[config.mk]
export PLATFORM = sky130hd
export DESIGN_NAME = control_unit_pipe
export DESIGN_NICKNAME = d
export VERILOG_FILES = /design/src/rtl/control_unit_pipe.sv
export SDC_FILE = /design/constraint.sdc
export NUM_CORES = 1
export LEC_CHECK = 0
export ABC_AREA = 1
export CAP_MARGIN = 20
export CELL_PAD_IN_SITES_DETAIL_PLACEMENT = 1
export CELL_PAD_IN_SITES_GLOBAL_PLACEMENT = 1
export CORE_MARGIN = 1
export CORE_UTILIZATION = 33
export CTS_CLUSTER_DIAMETER = 80
export DETAILED_ROUTE_END_ITERATION = 6
export PLACE_DENSITY_LB_ADDON = 0.1
export SLEW_MARGIN = 20
export SYNTH_ARGS = -nofsm -noshare
export SYNTH_HDL_FRONTEND = slang
export SYNTH_SLANG_ARGS = --single-unit
[constraint.sdc]
create_clock -name clk -period 3.7 [get_ports clk]
set_clock_uncertainty 0.15 [all_clocks]
set_input_delay 0.74 -clock clk [delete_from_list [all_inputs] [get_ports clk]]
set_output_delay 0.74 -clock clk [all_outputs]
set_load 0.02 [all_outputs]
[src/rtl/control_unit_pipe.sv]
// control_unit_pipe
//   Decode-stage control unit for a 5-stage RV32I pipeline. It decodes instr_d,
//   registers the control bundle into the D->E pipeline register, detects
//   load-use hazards and inserts its own bubble, and flags and counts illegal
//   instructions.
// Ports
//   clk, reset      rising-edge clock, synchronous active-high reset
//   valid_d         instr_d holds a real instruction
//   instr_d         instruction word in D
//   flush_e         taken redirect: E is loaded with a bubble on the next edge
//   stall_d         combinational load-use stall request to the F/D registers
//   *_e             registered E-stage control bundle (1-cycle latency)
//   illegal_cnt     saturating count of illegal instructions that entered E
module control_unit_pipe #(
  parameter int ALUCTRL_W = 4,
  parameter int CNT_W     = 16,
  parameter int HAZARD_EN = 1
) (
  input  logic                 clk,
  input  logic                 reset,
  input  logic                 valid_d,
  input  logic [31:0]          instr_d,
  input  logic                 flush_e,
  output logic                 stall_d,
  output logic                 valid_e,
  output logic                 reg_write_e,
  output logic [1:0]           result_src_e,
  output logic                 mem_write_e,
  output logic                 jump_e,
  output logic                 jalr_e,
  output logic                 branch_e,
  output logic [2:0]           branch_type_e,
  output logic [ALUCTRL_W-1:0] alu_control_e,
  output logic                 alu_src_a_e,
  output logic                 alu_src_b_e,
  output logic [2:0]           imm_src_e,
  output logic [4:0]           rd_e,
  output logic                 illegal_e,
  output logic [CNT_W-1:0]     illegal_cnt
);

  typedef struct packed {
    logic       valid;
    logic       reg_write;
    logic [1:0] result_src;
    logic       mem_write;
    logic       jump;
    logic       jalr;
    logic       branch;
    logic [2:0] branch_type;
    logic [3:0] alu;
    logic       src_a;
    logic       src_b;
    logic [2:0] imm_src;
    logic [4:0] rd;
    logic       illegal;
  } ectl_t;

  localparam logic [3:0] A_ADD = 4'h0, A_SUB = 4'h1, A_AND = 4'h2, A_OR  = 4'h3,
                         A_XOR = 4'h4, A_SLT = 4'h5, A_SLTU = 4'h6, A_SLL = 4'h7,
                         A_SRL = 4'h8, A_SRA = 4'h9, A_PASSB = 4'hA;
  localparam logic [2:0] IMM_I = 3'b000, IMM_S = 3'b001, IMM_B = 3'b010,
                         IMM_J = 3'b011, IMM_U = 3'b100;

  logic [6:0] op, f7;
  logic [2:0] f3;
  logic [4:0] rs1, rs2, rd;
  assign op  = instr_d[6:0];
  assign rd  = instr_d[11:7];
  assign f3  = instr_d[14:12];
  assign rs1 = instr_d[19:15];
  assign rs2 = instr_d[24:20];
  assign f7  = instr_d[31:25];

  ectl_t dec, e_d, e_q;
  logic  ill, uses_rs1, uses_rs2;
  logic [CNT_W-1:0] cnt_q, cnt_d;

  // Plain funct3 -> ALU op mapping shared by OP and OP-IMM; alt selects sra.
  function automatic logic [3:0] alu_f3(input logic [2:0] fn, input logic alt);
    case (fn)
      3'b000:  alu_f3 = A_ADD;
      3'b001:  alu_f3 = A_SLL;
      3'b010:  alu_f3 = A_SLT;
      3'b011:  alu_f3 = A_SLTU;
      3'b100:  alu_f3 = A_XOR;
      3'b101:  alu_f3 = alt ? A_SRA : A_SRL;
      3'b110:  alu_f3 = A_OR;
      default: alu_f3 = A_AND;
    endcase
  endfunction

  always_comb begin
    dec      = '0;
    ill      = 1'b0;
    uses_rs1 = 1'b0;
    uses_rs2 = 1'b0;
    case (op)
      7'b0000011: begin // lw
        uses_rs1 = 1'b1;
        ill = (f3 != 3'b010);
        dec.reg_write = 1'b1; dec.result_src = 2'b01; dec.src_b = 1'b1; dec.imm_src = IMM_I;
      end
      7'b0100011: begin // sw
        uses_rs1 = 1'b1; uses_rs2 = 1'b1;
        ill = (f3 != 3'b010);
        dec.mem_write = 1'b1; dec.src_b = 1'b1; dec.imm_src = IMM_S;
      end
      7'b0010011: begin // OP-IMM; only shifts constrain funct7, addi never becomes sub
        uses_rs1 = 1'b1;
        dec.reg_write = 1'b1; dec.src_b = 1'b1; dec.imm_src = IMM_I;
        dec.alu = alu_f3(f3, instr_d[30]);
        if (f3 == 3'b001) ill = (f7 != 7'h00);
        if (f3 == 3'b101) ill = (f7 != 7'h00) && (f7 != 7'h20);
      end
      7'b0110011: begin // OP
        uses_rs1 = 1'b1; uses_rs2 = 1'b1;
        dec.reg_write = 1'b1;
        if (f7 == 7'h00)                                dec.alu = alu_f3(f3, 1'b0);
        else if (f7 == 7'h20 && f3 == 3'b000)           dec.alu = A_SUB;
        else if (f7 == 7'h20 && f3 == 3'b101)           dec.alu = A_SRA;
        else                                            ill = 1'b1;
      end
      7'b1100011: begin // branch: compare via sub, funct3 carried to E
        uses_rs1 = 1'b1; uses_rs2 = 1'b1;
        ill = (f3 == 3'b010) || (f3 == 3'b011);
        dec.branch = 1'b1; dec.branch_type = f3; dec.alu = A_SUB; dec.imm_src = IMM_B;
      end
      7'b1101111: begin // jal
        dec.reg_write = 1'b1; dec.result_src = 2'b10; dec.jump = 1'b1; dec.imm_src = IMM_J;
      end
      7'b1100111: begin // jalr
        uses_rs1 = 1'b1;
        ill = (f3 != 3'b000);
        dec.reg_write = 1'b1; dec.result_src = 2'b10; dec.jump = 1'b1; dec.jalr = 1'b1;
        dec.src_b = 1'b1; dec.imm_src = IMM_I;
      end
      7'b0110111: begin // lui
        dec.reg_write = 1'b1; dec.alu = A_PASSB; dec.src_b = 1'b1; dec.imm_src = IMM_U;
      end
      7'b0010111: begin // auipc
        dec.reg_write = 1'b1; dec.src_a = 1'b1; dec.src_b = 1'b1; dec.imm_src = IMM_U;
      end
      default: ill = 1'b1;
    endcase
    // rd only meaningful when the instruction writes; store/branch rd field is immediate bits
    dec.rd = dec.reg_write ? rd : 5'd0;
    if (ill) begin
      dec = '0;
      dec.illegal = 1'b1;
    end
    dec.valid = 1'b1;
  end

  assign stall_d = (HAZARD_EN != 0) && valid_d && e_q.valid && (e_q.result_src == 2'b01) &&
                   (e_q.rd != 5'd0) &&
                   ((uses_rs1 && rs1 == e_q.rd) || (uses_rs2 && rs2 == e_q.rd));

  always_comb begin
    e_d = '0; // bubble
    if (!flush_e && !stall_d && valid_d) e_d = dec;
    cnt_d = cnt_q;
    if (e_d.illegal && cnt_q != {CNT_W{1'b1}}) cnt_d = cnt_q + CNT_W'(1);
  end

  always_ff @(posedge clk) begin
    if (reset) begin
      e_q   <= '0;
      cnt_q <= '0;
    end else begin
      e_q   <= e_d;
      cnt_q <= cnt_d;
    end
  end

  assign valid_e       = e_q.valid;
  assign reg_write_e   = e_q.reg_write;
  assign result_src_e  = e_q.result_src;
  assign mem_write_e   = e_q.mem_write;
  assign jump_e        = e_q.jump;
  assign jalr_e        = e_q.jalr;
  assign branch_e      = e_q.branch;
  assign branch_type_e = e_q.branch_type;
  assign alu_control_e = ALUCTRL_W'(e_q.alu);
  assign alu_src_a_e   = e_q.src_a;
  assign alu_src_b_e   = e_q.src_b;
  assign imm_src_e     = e_q.imm_src;
  assign rd_e          = e_q.rd;
  assign illegal_e     = e_q.illegal;
  assign illegal_cnt   = cnt_q;

endmodule

==> summary.txt, run 1 <==
Floorplan
  – I/O pins: a little under 80
  – Core ar.: ~6800 sq um
  – Starting density of the core: 0.341
  – Die area: approximately 7400 sq um
  – Row cnt: 30
  – Horiz. Die Dim: roughly 86 um
  – DIE HEIGHT: 85.8 um

Final layout
  – Fillcell total: 918
  – Layout area overhead: 44.3%
  – Non-Filler Instances: approximately 560
  – Share of cells above drive strength 1: 0.0540
  – FF+latch area: between 800 and 900 sq um
  – Antenna diode count: 0
  – Area occupied by multi-input gates: roughly 1200 sq um
  – Nets: approximately 500

Drt
  – Via-to-Cell Ratio: about 4.6
  – Total Wirelength: between 6000 and 7000 um
  – Routed Antenna Nets: 0
  – WL/cell: approximately 12 um
  – Vias after detailed routing: approximately 2600
  – First DRT Iteration DRCs: 44
  – First drt pass iteration count: 6
  – DRC: 0

Worst setup path
  – Reg2Reg Depth: 12
  – Worst path top cell family by delay: buffers and inverters
  – Reg2Reg Setup Slack: between 1000 and 1500 ps
  – Critical path required time: 2810 ps
  – Worst r2r dst: illegal_cnt[14]
  – CP Class: in2out
  – Worst r2r src: illegal_cnt[0]
  – Critical path peak fanout: 7
  – Cell-by-cell trace of the critical path: clkdlybuf4s50_1 -> nand3_1 -> nor2_1 -> nor2_1 -> nand3_1 -> nand2_1 -> a21oi_1 -> dlymetal6s2s_1
  – CP max-delay cell: clkdlybuf4s50_1
  – Crit start category: input pin
  – Buffers & Inverters on Critical Path: 2
  – Worst path max stage delay: slightly below 600 ps
  – Worst Setup End Kind: output port
  – Arr. time, crit path: about 2400 ps

GRT
  – Vias in the first global route: 2574
  – First-pass GRT wire length: between 10000 and 15000 um
  – Largest net degree at the start of global routing: 18
  – Initial antenna violation count: 0
  – Global route overflow: 0
  – Total global-route track usage: 0.196

Synth
  – Area fraction in compound gates after synthesis: 0.0540
  – Synth cell types: 31
  – Synthesized area: 2320 sq um
  – Multiplexer share of the synthesized area: 0
  – Commonest cells post-synth: nor2_1, nand2_1, inv_1
  – Sequential fraction of the synthesis area: 0.363
  – Synth top area share: 0.363
  – Area leader, netlist: dfxtp_1
  – Simple-gate share of the synthesized area: 0.441
  – EDFF count, synth: 0
  – Adder-cell share of the synthesized area: 0.00540
  – Post-synthesis async set-or-reset flop share: 0
  – Warnings from Yosys: 0
  – Top-count cell post-synth: nor2_1
  – Seq cells post-synth: between 40 and 50
  – Synth Net Count: 411
  – Syn_area_per_cell: 6.20 sq um
  – Largest family of logic cells by synthesized area: simple AND/OR/NAND/NOR gates
  – Top_reg_cell synth: dfxtp_1
  – Post-synthesis xor/xnor area fraction: 0.0227
  – Post-Syn Instances: about 370
  – Ranking of synthesized cells by area: dfxtp_1, nor2_1, nand2_1

Timing
  – Worst Tran Pin Value: 474 ps
  – Minimum clock period: 3250 ps
  – F_max: between 0.3 and 0.4 GHz
  – Slew headroom: 0.683
  – Setup tns final: 0 ps
  – RSZ-0062 raised after global routing: no
  – Max-slew violations: 0
  – Final worst slack: roughly 450 ps
  – Endpoints failing setup: 0
  – Final period util: 0.879
  – Final Hold Fails: 0

Min path
  – Endpoint, Worst Hold: illegal_cnt[5]
  – Hold Path Origin: illegal_cnt[5]
  – WHS Path Cells: 2
  – Hold WC Path Type: reg2reg

Clocking
  – Clock Latency Late Sink: a little under 300 ps
  – Post-CTS Hold Buffers: 0
  – Clock buffer depth: 2
  – CTS tree: yes
  – Post-CTS setup buffer count: 0
  – Clock Sinks: 42
  – Clk root buf: clkbuf_8
  – H-Tree Level Count: 2
  – Num CTS Buffers: 5
  – # resized after CTS: 0
  – Worst-path clk slew: 80 ps

Place
  – Routability cong.: around 0.89
  – Dpl cells: between 500 and 600
  – Buffers added on ports: between 70 and 80
  – DP Wirelength: ~5400 um
  – Pre-CTS WS: ~54 ps

Pwr
  – Lkg Pwr: 1.52 nW
  – Power consumption: ~900 uW
  – Cell Pwr Density: ~260 nW/um^2
  – Peak supply drop: roughly 120 uV

Run
  – Max-Cap Viols: 0

Status
  – Status: finished, final reports clean
-- power breakdown --
| part | total [mW] | internal [mW] | switching (mW) |
|---|---|---|---|
| sequential | 0.458 | 0.455 | 0.00341 |
| clock | 0.304 | 0.151 | 0.153 |
| combinational | 0.120 | 0.0599 | 0.0597 |
| total | 0.882 | 0.665 | 0.216 |
-- cell families (layout without fill, tap and decap cells) --
logic type | Yosys count | after routing
xor gates and xnor gates | 6 | 6
AOI/OAI and AO/OA | 20 | 20
DFF | 42 | 42
and+or+nand+nor | 237 | 237
buffers and inverters | 68 | 157
adders and majority gates | 1 | 1
-- layout by cell type, fill, tap and decap left out, types with 2 or more instances in the layout --
| master | Yosys | final |
|---|---|---|
| a211oi_1 | 2 | 2 |
| a21oi_1 | 7 | 7 |
| buf_4 | 0 | 8 |
| clkbuf_8 | 0 | 6 |
| clkdlybuf4s50_1 | 0 | 77 |
| dfxtp_1 | 42 | 42 |
| inv_1 | 61 | 61 |
| nand2_1 | 77 | 77 |
| nand2_2 | 2 | 2 |
| nand3_1 | 21 | 21 |
| nand4_1 | 21 | 21 |
| nor2_1 | 103 | 103 |
| nor2_2 | 2 | 2 |
| nor3_1 | 5 | 5 |
| o21ai_0 | 6 | 6 |
| xnor2_1 | 3 | 3 |
| xor2_1 | 3 | 3 |
-- layout make-up --
class                   count  area share
clock buffers               7      0.0258
clock inverters             1     0.00150
inverters                  63      0.0707
multi-input cells         264       0.363
flip-flops and latches     42       0.251
well taps                  96      0.0359
repair buffers             86       0.252
-- sequential cells by signal, summed over array words and instances, names as in the netlist --
register	flops
illegal_e	1
alu_control_e	4
branch_e	1
mem_write_e	1
imm_src_e	3
result_src_e	2
alu_src_b_e	1
reg_write_e	1
jump_e	1
illegal_cnt	16
branch_type_e	3
alu_src_a_e	1
valid_e	1
jalr_e	1
rd_e	5
-- worst max path at each step --
stage,startpoint,end,slack [ps],depth (start not counted)
2_1_floorplan,instr_d[4],stall_d,1120,7
3_3_place_gp,instr_d[5],stall_d,130,7
3_5_place_dp,instr_d[5],stall_d,50,8
4_1_cts,instr_d[5],stall_d,60,8
5_1_grt,instr_d[1],stall_d,260,10
6_report,instr_d[5],stall_d,450,8
-- through the flow --
stage                     hold slack [ps]  utilization  cell area (sq um)
after floorplan                       419            -               2320
after global placement                343        0.478               3250
after detailed placement              360        0.478               3250
after CTS                             371        0.492               3340
after global routing                  393        0.492               3340
final                                 363        0.492               3340
-- tightest hold or removal path: cells and delay by family, from the launching register on --
kind          cells  cell delay (ps)
flops             1              330
simple gates      2              150
-- routing by layer --
layer	part of all wire	routed length [um]	track usage	up-vias
met4	0.0084	56	0.0621	0
met1	0.44	2950	0.231	1207
met5	0	0	0	-
li1	-	-	-	1332
met3	0.018	122	0.0269	4
met2	0.53	3520	0.366	39
Power figures use the tool's default switching activity.
==> run 2, diff against run 1 <==
- ABC_AREA: 1 -> unset
- CORE_UTILIZATION: 33 -> 35
==> run 2 against run 1 <==
Design area decreased by 3.6%. Clock-buffer cell count is 1 lower. Combinational power hardly changed. Power is 7.8% higher. Via count fell by 16%. Global-route usage rose by 0.83 points. Fmax fell by 10%. Synthesized area fell by 4.4%. Largest power group unchanged. Highest routed layer unchanged.
==> summary.txt, run 2 <==
GRT
  – Initial antenna violation count: 0 (unchanged)
  – Largest net degree at the start of global routing: 28 (+10)
  – Vias in the first global route: 2098 (-18%)
  – First-pass GRT wire length: 10300 um (-11%)
  – Total global-route track usage: 0.205 (+0.00826)
  – Global route overflow: 0 (unchanged)

Timing
  – Endpoints failing setup: 0 (unchanged)
  – Slew headroom: 0.483 (-0.200)
  – Max-slew violations: 0 (unchanged)
  – RSZ-0062 raised after global routing: no
  – F_max: 0.276 GHz (-10%)
  – Setup tns final: 0 ps (unchanged)
  – Final Hold Fails: 0 (unchanged)
  – Minimum clock period: 3630 ps (+376 ps)
  – Final period util: 0.981 (+0.102)
  – Worst Tran Pin Value: 773 ps (+299 ps)
  – Hold WS: 364 ps (+1.17 ps)

Pwr
  – Peak supply drop: 159 uV (+29%)
  – Lkg Pwr: 1.18 nW (-22%)
  – Power consumption: 951 uW (+7.8%)
  – Cell Pwr Density: 295 nW/um^2 (+12%)

Synth
  – Synthesized area: 2220 sq um (-4.4%)
  – Warnings from Yosys: 0 (unchanged)
  – Post-synthesis async set-or-reset flop share: 0 (unchanged)
  – Sequential fraction of the synthesis area: 0.379 (+0.0166)
  – Synth cell types: 55 (+77%)
  – Top_reg_cell synth: dfxtp_1
  – Top-count cell post-synth: dfxtp_1
  – Syn_area_per_cell: 8.90 sq um (+44%)
  – Ranking of synthesized cells by area: dfxtp_1, and3_1, nor2_1
  – Area leader, netlist: dfxtp_1
  – Synth top area share: 0.379 (+0.0166)
  – Commonest cells post-synth: dfxtp_1, nor2_1, a21oi_1, and3_1, nand2_1
  – Seq cells post-synth: 42 (unchanged)
  – EDFF count, synth: 0 (unchanged)
  – Synth Net Count: 286 (-30%)
  – Post-Syn Instances: 249 (-33%)

Floorplan
  – Row cnt: 28 (-6.7%)
  – Starting density of the core: 0.368 (+0.0267)
  – Core ar.: 6030 sq um (-11%)
  – Die area: 6660 sq um (-9.6%)
  – DIE HEIGHT: 81.6 um (-4.9%)
  – Horiz. Die Dim: 81.6 um (-4.9%)
  – I/O pins: 79 (unchanged)

Status
  – Status: finished, final reports clean

Worst setup path
  – CP Class: in2out
  – CP max-delay cell: clkdlybuf4s50_1
  – Buffers & Inverters on Critical Path: 2 (unchanged)
  – Critical path required time: 2810 ps (about the same)
  – CP most frequent cell: clkdlybuf4s50_1
  – Worst Setup End Kind: output port
  – Cell-by-cell trace of the critical path: clkdlybuf4s50_1 -> nand4bb_4 -> a2111oi_1 -> a2bb2oi_1 -> nor2_1 -> clkdlybuf4s50_1
  – Critical path peak fanout: 3 (-4)
  – Worst path max stage delay: 610 ps (+20 ps)
  – Arr. time, crit path: 2740 ps (+380 ps)
  – Worst path top cell family by delay: buffers and inverters
  – Crit start category: input pin

Place
  – DP Wirelength: 4860 um (-11%)
  – Dpl cells: 403 (-27%)
  – Routability cong.: 0.787 (-12%)
  – Placed cell area: 3110 sq um (-4.2%)
  – Buffers added on ports: 78 (unchanged)

Clocking
  – Worst-path clk slew: 80 ps (about the same)
  – CTS tree: yes
  – Post-CTS Hold Buffers: 0 (unchanged)
  – Num CTS Buffers: 5 (unchanged)
  – H-Tree Level Count: 2 (unchanged)
  – Clock Latency Late Sink: 310 ps (+20 ps)
  – Clock Sinks: 42 (unchanged)
  – Clk root buf: clkbuf_8
  – Clock buffer depth: 2 (unchanged)
  – # resized after CTS: 0 (unchanged)
  – Post-CTS setup buffer count: 0 (unchanged)

Min path
  – Hold WC Path Type: reg2reg

Drt
  – Vias after detailed routing: 2173 (-16%)
  – Via-to-Cell Ratio: 5.29 (+14%)
  – First DRT Iteration DRCs: 70 (+59%)
  – WL/cell: 15.8 um (+33%)
  – Total Wirelength: 6480 um (-2.5%)
  – First drt pass iteration count: 4 (-2)
  – Routed Antenna Nets: 0 (unchanged)
  – DRC: 0 (unchanged)

Final layout
  – Max FFs per register: 16 (unchanged)
  – Most frequent cells in the layout: clkdlybuf4s50_1, dfxtp_1, nor2_1
  – Share of cells above drive strength 1: 0.113 (+0.0591)
  – Design area: 3230 sq um (-3.6%)
  – Antenna diode count: 0 (unchanged)
  – Nets: 372 (-25%)
  – FF+latch area: 841 sq um (unchanged)
  – Commonest non-fill, non-tap cell in the layout: clkdlybuf4s50_1
  – Non-Filler Instances: 411 (-26%)
  – Area occupied by multi-input gates: 1270 sq um (+5.0%)
  – Layout area overhead: 45.5%
  – Fillcell total: 716 (-22%)

Run
  – Max-Cap Viols: 0 (unchanged)
[run 2: cell types whose count changed in the layout (fill, tap and decap cells not counted), moves of 5 or more]
| cell | delta |
|---|---|
| nor4_1 | +5 |
| nand3_1 | -12 |
| o31ai_1 | +5 |
| a21oi_1 | +8 |
| nand2_1 | -62 |
| or4_1 | +6 |
| nor2b_1 | +10 |
| nand4_1 | -17 |
| inv_1 | -55 |
| buf_4 | +6 |
| and3_1 | +15 |
| mux2_1 | +5 |
| nor2_1 | -81 |
[run 2: kinds of logic (layout without fill, tap and decap cells)]
family                     count (synthesis)  after routing  share of synthesized area
and+or+nand+nor                          126            126                      0.341
AOI/OAI and AO/OA                         42             42                      0.143
DFF                                       42             42                      0.379
buffers and inverters                     19            106                     0.0474
xor gates and xnor gates                  11             11                     0.0435
muxes                                      8              8                     0.0401
adders and majority gates                  1              1                    0.00564
[run 2: final cells by class]
cell class / instances / share of cell area
sequential: 42 / 0.261
multi-input combinational: 188 / 0.394
clock buffer: 6 / 0.0225
inverter: 6 / 0.00698
clock inverter: 2 / 0.0116
tap: 75 / 0.0291
timing repair buffer: 92 / 0.275
[run 2: report_power, final]
| part | switching (mW) | internal, mW |
|---|---|---|
| logic | 0.0559 | 0.0636 |
| registers | 0.00224 | 0.454 |
| clock network | 0.174 | 0.202 |
| total | 0.232 | 0.719 |
[run 2: routing by layer]
layer	track usage	vias up	wire, um
met5	0	-	0
met4	0.0632	0	81
met3	0.0500	7	403
met2	0.332	58	2970
met1	0.267	1031	3030
li1	-	1077	-
[run 2: worst paths after layout]
check             slack (ps)         endpoint           start  cells past startpoint
setup / recovery          70          stall_d      instr_d[1]                      6
setup reg to reg        1270  illegal_cnt[15]         rd_e[1]                      6
hold reg to reg          360   illegal_cnt[9]  illegal_cnt[9]                      2
hold / removal           360   illegal_cnt[9]  illegal_cnt[9]                      2
[run 2: worst reg2reg max path, cell delays in order, from the launching register on]
cell and delay (ps):
dfxtp_1 360, or4_1 540, o21ai_1 300, o21ai_4 130, buf_4 210, or4_1 520
a21oi_1 170
[run 2: through the flow]
stage / worst slack [ps] / utilization
2_1_floorplan: 994 / -
3_3_place_gp: 147 / 0.517
3_5_place_dp: 27.0 / 0.517
4_1_cts: 10.0 / 0.535
5_1_grt: 14.7 / 0.535
6_report: 70.7 / 0.535
